[config.mk]
export PLATFORM = sky130hd
export DESIGN_NAME = score_keeper
export DESIGN_NICKNAME = d
export VERILOG_FILES = /design/src/rtl/score_keeper.sv
export SDC_FILE = /design/constraint.sdc
export NUM_CORES = 1
export LEC_CHECK = 0
export ABC_AREA = 1
export CAP_MARGIN = 20
export CORE_MARGIN = 2
export CORE_UTILIZATION = 40
export DETAILED_ROUTE_END_ITERATION = 6
export DONT_BUFFER_PORTS = 1
export MAX_ROUTING_LAYER = met4
export PLACE_DENSITY = 0.63
export SLEW_MARGIN = 20
export SYNTH_ARGS = -nofsm -noshare
export SYNTH_HDL_FRONTEND = slang
export SYNTH_SLANG_ARGS = --single-unit
[constraint.sdc]
create_clock -name clk -period 1.9 [get_ports clk]
set_input_delay 0.57 -clock clk [delete_from_list [all_inputs] [get_ports clk]]
set_output_delay 0.57 -clock clk [all_outputs]
set_load 0.01 [all_outputs]
[src/rtl/score_keeper.sv]
// Score, combo and high-score tracker for a platform-landing game.
// Three-state game FSM (IDLE / PLAYING / OVER); every output is a register.
module score_keeper #(
  parameter int MAX_COMBO = 8,
  parameter int SCORE_MAX = 1023
) (
  input  logic       clk,
  input  logic       rst,
  input  logic       i_start,
  input  logic       i_land_valid,
  input  logic       i_land_perfect,
  input  logic       i_fall,
  output logic [9:0] o_score,
  output logic [9:0] o_high_score,
  output logic [3:0] o_combo,
  output logic [1:0] o_state,
  output logic       o_new_record
);

  localparam logic [1:0]  ST_IDLE     = 2'b00;
  localparam logic [1:0]  ST_PLAYING  = 2'b01;
  localparam logic [1:0]  ST_OVER     = 2'b10;
  localparam logic [3:0]  MAX_COMBO_C = 4'(MAX_COMBO);
  localparam logic [10:0] SCORE_MAX_C = 11'(SCORE_MAX);

  logic [1:0]  state_r;
  logic [1:0]  state_nxt_s;
  logic [9:0]  score_r;
  logic [9:0]  score_nxt_s;
  logic [9:0]  high_r;
  logic [9:0]  high_nxt_s;
  logic [3:0]  combo_r;
  logic [3:0]  combo_nxt_s;
  logic        new_record_r;
  logic        new_record_nxt_s;
  logic [3:0]  combo_inc_s;
  logic [10:0] land_add_s;
  logic [10:0] land_sum_s;
  logic [9:0]  land_score_s;

  // State register; also holds every registered output
  always_ff @(posedge clk) begin
    if (rst) begin
      state_r      <= ST_IDLE;
      score_r      <= 10'd0;
      high_r       <= 10'd0;
      combo_r      <= 4'd0;
      new_record_r <= 1'b0;
    end else begin
      state_r      <= state_nxt_s;
      score_r      <= score_nxt_s;
      high_r       <= high_nxt_s;
      combo_r      <= combo_nxt_s;
      new_record_r <= new_record_nxt_s;
    end
  end

  // Next-state logic; start is only honoured outside PLAYING
  always_comb begin
    state_nxt_s = state_r;
    case (state_r)
      ST_IDLE: begin
        if (i_start) begin
          state_nxt_s = ST_PLAYING;
        end else begin
          state_nxt_s = ST_IDLE;
        end
      end
      ST_PLAYING: begin
        if (i_fall) begin
          state_nxt_s = ST_OVER;
        end else begin
          state_nxt_s = ST_PLAYING;
        end
      end
      ST_OVER: begin
        if (i_start) begin
          state_nxt_s = ST_PLAYING;
        end else begin
          state_nxt_s = ST_OVER;
        end
      end
      default: state_nxt_s = ST_IDLE;
    endcase
  end

  // Landing arithmetic: saturating combo, 11-bit sum clamped to SCORE_MAX
  always_comb begin
    if (combo_r >= MAX_COMBO_C) begin
      combo_inc_s = MAX_COMBO_C;
    end else begin
      combo_inc_s = combo_r + 4'd1;
    end
    if (i_land_perfect) begin
      land_add_s = {6'd0, combo_inc_s, 1'b0};
    end else begin
      land_add_s = 11'd1;
    end
    land_sum_s = {1'b0, score_r} + land_add_s;
    if (land_sum_s > SCORE_MAX_C) begin
      land_score_s = SCORE_MAX_C[9:0];
    end else begin
      land_score_s = land_sum_s[9:0];
    end
  end

  // Output logic: next values of the registered outputs
  always_comb begin
    score_nxt_s      = score_r;
    high_nxt_s       = high_r;
    combo_nxt_s      = combo_r;
    new_record_nxt_s = new_record_r;
    case (state_r)
      ST_IDLE, ST_OVER: begin
        if (i_start) begin
          score_nxt_s      = 10'd0;
          combo_nxt_s      = 4'd0;
          new_record_nxt_s = 1'b0;
        end else begin
          score_nxt_s      = score_r;
        end
      end
      ST_PLAYING: begin
        // A fall in the same cycle as a landing discards the landing
        if (i_fall) begin
          if (score_r > high_r) begin
            high_nxt_s       = score_r;
            new_record_nxt_s = 1'b1;
          end else begin
            new_record_nxt_s = 1'b0;
          end
        end else if (i_land_valid) begin
          score_nxt_s = land_score_s;
          if (i_land_perfect) begin
            combo_nxt_s = combo_inc_s;
          end else begin
            combo_nxt_s = 4'd0;
          end
        end else begin
          score_nxt_s = score_r;
        end
      end
      default: begin
        score_nxt_s = score_r;
      end
    endcase
  end

  assign o_score      = score_r;
  assign o_high_score = high_r;
  assign o_combo      = combo_r;
  assign o_state      = state_r;
  assign o_new_record = new_record_r;

endmodule

Word-level counts from Yosys, hierarchy flattened:

Index checks and enable logic that the tools add are counted.

* output and inout bits: 27
* register bits: 27
* input bits: 6

* multiplexer cells: 20
* eq/ne operators: 6
* reduce and logical (&&, ||, !) cells: 6
* order comparisons: 3
* add/subtract/negate cells: 2

Operators by type and width (number)
* $mux 10: 4
* $mux 4: 5
* $pmux 10 s2: 1
* $add 10x11->11: 1
* $gt 11x10->1 const B: 1
* $gt 10x10->1: 1
* $ne 2x2->1 const B: 4
* $pmux 4 s2: 1
* $pmux 2 s3: 1
* $reduce_and 3->1: 2
* $mux 5: 1
* $add 4x1->4 const B: 1
* $ge 4x4->1 const B: 1
* $mux 1: 4
* $mux 2: 2
* $reduce_and 4->1: 1
* $eq 2x1->1 const B: 1
* $eq 2x2->1 const B: 1
* $logic_not 2->1: 1
* $pmux 1 s2: 1
* $reduce_bool 2->1: 1
* $reduce_or 2->1: 1

Depth between registers and ports, before layout:

* word-level depth: 9
* depth in mapped cells: 15
* depth with buffers taken out: 15

Worst setup path before layout:

OpenSTA, ideal clock, no wires.

* path type: input to register
* start: input i_land_perfect
* end: register score_r[1], in the netlist o_score[1]
* stages on the path: 13
* data arrival time: 1.887 ns
* path slack: -0.123 ns
* data required time: 1.765 ns
* path buffers: 0
* library setup time: 0.135 ns
* cell sequence: inv_2 > ha_1 > fa_1 > nand2_1 > inv_1 > nor2_1 > nand2_1 > nand3_2 > nand2_4 > nand3_4 > inv_2 > o21ai_1 > a21oi_1

* longest elaborated chain between the ends: 7

Ends and longest elaborated chain
* from (decl): RTL line 11 `input logic i_land_perfect,`
* $mux 5 (*): RTL line 94 `if (i_land_perfect) begin`
* $add 10x11->11 (*): RTL line 99 `land_sum_s = {1'b0, score_r} + land_add_s;`
* $gt 11x10->1: RTL line 100 `if (land_sum_s > SCORE_MAX_C) begin`
* $mux 10 (*): RTL line 100
* $mux 10 (*): RTL line 132 `end else if (i_land_valid) begin`
* $mux 10 (*): RTL line 125 `if (i_fall) begin`
* $pmux 10 s2 (*): RTL line 113 `case (state_r)`
* to (signal assigned): RTL line 51 `score_r <= score_nxt_s;`
* to (decl): RTL line 28 `logic [9:0] score_r;`

Mark *: on every way between the ends. The rest lies on a longest branch, timed or not. The select of a mux whose other input is x is not followed.
A chain may end at the register's enable or synchronous reset.

Worst setup path after layout:

* start: register combo_r[0], in the netlist o_combo[0]
* end: register score_r[2], in the netlist o_score[2]

* longest elaborated chain between the ends: 9
* elaborated cells between the ends (all ways): 10
* those cells by class: add/sub (2); order compare (2); mux (6)

Ends and longest elaborated chain
* from (decl): RTL line 32 `logic [3:0] combo_r;`
* from (signal assigned): RTL line 53 `combo_r <= combo_nxt_s;`
* $add 4x1->4 / $ge 4x4->1 (equally long branches): RTL line 92, 89
* $mux 4 (*): RTL line 89 `if (combo_r >= MAX_COMBO_C) begin`
* $mux 5 (*): RTL line 94
* $add 10x11->11 (*): RTL line 99
* $gt 11x10->1: RTL line 100
* $mux 10 (*): RTL line 100
* $mux 10 (*): RTL line 132
* $mux 10 (*): RTL line 125
* $pmux 10 s2 (*): RTL line 113

Marked as above.

==> flow_metrics.env <==
export IMPL_status="complete, but fails checks"
export IMPL_violations="negative setup slack"
export IMPL_setup_viol=2
export IMPL_vias=1681
export IMPL_hold_viol=0
export IMPL_worstPathArrival_ps=2130
export IMPL_synthXorXnorAreaFrac_pct=0.502
export IMPL_reg2reg_depth=15
export IMPL_netlist_instances=245
export IMPL_max_vdd_ir_drop_uv=382
export IMPL_post_route_drc_count=0
export IMPL_cp_end_kind="flip-flop"
export IMPL_timing_rr_start="o_combo[0]$_SDFFE_PP0P_"
export IMPL_maxSlewViolCount=0
export IMPL_synthAdderAreaFrac_pct=12.6
export IMPL_p_leak_nw=1.07
export IMPL_synth_cells_most_frequent="nand2_1 (65), dfxtp_1 (27), inv_1 (27)"
export IMPL_nets=306
export IMPL_synth_top_family_by_area="simple AND/OR/NAND/NOR gates"
export IMPL_critPathLaunchType="flip-flop"
export IMPL_p_int_mw=0.894
export IMPL_synth_area_um2=1750
export IMPL_post_drt_wl_per_cell_um=12.5
export IMPL_via_per_inst=5.03
export IMPL_cp_startpoint="o_combo[0]$_SDFFE_PP0P_"
export IMPL_synth_top_area_share_pct=31.0
export IMPL_synth_cell_types=34
export IMPL_p_total_mw=1.28
export IMPL_clk_path_buf_depth=2
export IMPL_coreArea_um2=4260
export IMPL_synth_most_common_cell="nand2_1"
export IMPL_yosys_area_top_type="dfxtp_1"
export IMPL_worst_slew_pin_slew_ps=331
export IMPL_grt_pass1_wl_um=6960
export IMPL_synth_seq_cells=27
export IMPL_grt_pass1_vias=1598
export IMPL_antenna_found_initial=0
export IMPL_fill_cells=398
export IMPL_initialDrtViolationCount=26
export IMPL_die_x_um=70.1
export IMPL_worstSkewPairLatency_ps=280
export IMPL_dieHeight_um=70.1
export IMPL_fin_tns_setup_ps=-10.9
export IMPL_synth_compound_area_share_pct=10.4
export IMPL_path_class="reg -> reg"
export IMPL_combinationalPowerShare_pct=24.7
export IMPL_cp_max_fo=6
export IMPL_avgSynthCellArea_um2=7.12
export IMPL_cts_tree="built"
export IMPL_hold_buffers=0
export IMPL_clkPwrFrac_pct=27.3
export IMPL_synth_enable_flop_cells=0
export IMPL_dp_hpwl_um=3010
export IMPL_grt_start_max_net_pins=28
export IMPL_antenna_cells=0
export IMPL_area_delta_synth_final_pct=30.2
export IMPL_root_buffer="clkbuf_8"
export IMPL_min_period_ps=1910
export IMPL_htreeDepth=1
export IMPL_die_area_um2=4910
export IMPL_clock_skew_final_ps=3.96
export IMPL_track_usage_pct=17.7
export IMPL_drv_cap=0
export IMPL_synth_simple_gate_area_share_pct=36.3
export IMPL_first_pass_iters=4
export IMPL_max_slew_margin_pct=77.9
export IMPL_cellPowerDensity_nw_per_um2=562
export IMPL_cts_clk_slew_worst_paths_ps=100
export IMPL_postRouteAntennaNets=0
export IMPL_gp_congestion=0.839
export IMPL_final_util_pct=53.3
export IMPL_synthArstFlopShare_pct=0
export IMPL_overflow=0
export IMPL_ys_flop_type="dfxtp_1"
export IMPL_period_share_pct=100
export IMPL_syn_num_nets=268
export IMPL_rows=24
export IMPL_power_switching_mw=0.384
export IMPL_yosys_warnings=0
export IMPL_totalWireLength_um=4190
export IMPL_post_synth_mux_area_share_pct=0
export IMPL_hp_start="rst"
export IMPL_sw_frac_of_total_pct=30.0
export IMPL_ios=33
export IMPL_hold_path_class="in -> reg"
export IMPL_max_freq_mhz=524
export IMPL_synth_area_leaders="dfxtp_1 (31%), nand2_1 (14%), ha_1 (11%), inv_1 (5.8%), a21oi_1 (5.4%)"
export IMPL_io_buffers=0
export IMPL_synth_seq_area_share_pct=31.0
export IMPL_setup_ws_ps=-8.15
export IMPL_cp_required_ps=2120
export IMPL_rsz0062_at_grt="true"
export IMPL_p_seq_share_pct=48.0
export IMPL_layout_drive_gt1_share_pct=33.0
export IMPL_hold_path_depth=1
export IMPL_cts_sinks=27
export IMPL_start_util_pct=40.9
export IMPL_cts_inserted_buffers=3
-- metrics by stage --
step,hold slack (ps),setup WS (ps),cells,instance area (um2)
3_5_place_dp,527,-114,323,2050
6_report,341,-8.15,334,2270
4_1_cts,336,-59.9,331,2150
2_1_floorplan,491,-15.7,245,1770
5_1_grt,326,-154,334,2270
3_3_place_gp,518,-61.0,323,2050
-- area by class of cell --
cell class	count	area (um2)	share of cell area [%]
flip-flops and latches	27	549	24.2
well taps	52	65.1	2.86
repair buffers	40	308	13.5
inverters	33	126	5.56
clock buffers	3	41.3	1.82
multi-input cells	178	1180	51.8
clock inverters	1	6.26	0.275
-- logic make-up (layout without fill, tap and decap cells) --
group / after synthesis / in the layout
flops: 27 / 27
fa+ha+maj: 17 / 17
compound gates: 32 / 32
buf+inv: 40 / 77
simple gates: 128 / 128
xor+xnor: 1 / 1
-- power by group through the flow --
stage	combinational [mW]	clock, mW	sequential [mW]
2_1_floorplan	0.185	0	0.635
3_3_place_gp	0.261	0	0.626
3_5_place_dp	0.265	0	0.626
4_1_cts	0.268	0.361	0.613
5_1_grt	0.354	0.380	0.617
6_report	0.315	0.349	0.613
-- worst max-delay path: stages, from the launching register on --
cell and delay, ps:
dfxtp_4 360, inv_2 40, ha_4 230, nand2_4 60
nor2_4 40, ha_4 270, nand2_1 50, inv_1 60
nor2_1 40, nand2_1 80, nand3_2 100, nand2_4 110
nand3_4 110, o21ai_1 100, nand2_1 70, a21oi_2 140
-- cells in the final DEF (no fill, tap or decap), types with 2 or more instances in the layout --
cell       n
nor2_2     3
a21oi_2    5
nand2_4    2
buf_6      2
nand2_2    6
dfxtp_2    4
buf_4     38
a21oi_1   16
nor2_4     5
nand2_1   60
inv_1     25
nor2_1    16
nand3_1   10
o211ai_1   2
clkbuf_8   3
inv_4      2
ha_4       4
dfxtp_1   22
nand3_2    2
o21ai_1    5
nand3b_1   2
nor3b_2    4
ha_1      12
nand4_1    9
nor3b_1    5
inv_2      7
-- registers in the layout, summed over array words and instances (netlist names) --
register      count
o_high_score     10
o_combo           4
o_score          10
o_new_record      1
o_state           2
-- worst paths after layout --
path | slack (ps) | end
hold / removal | 340 | o_score[5]$_SDFFE_PP0P_
setup reg to reg | -8 | o_score[2]$_SDFFE_PP0P_
setup / recovery | -8 | o_score[2]$_SDFFE_PP0P_
hold reg to reg | 530 | o_new_record$_SDFFE_PP0P_
-- routing by layer --
layer  wire length, um  GRT usage [%]
met2              2080           31.0
met4                63           4.06
met3               200           3.32
met1              1850           21.1
met5                 0              -
-- repair_timing --
action	4_1_cts	5_1_grt
pin swaps	11	10
endpoints found under the setup margin	10	20
gates resized for setup	6	25
cloned	0	1
buffers inserted	4	2
Note: power is estimated with default switching activity, not from simulation.
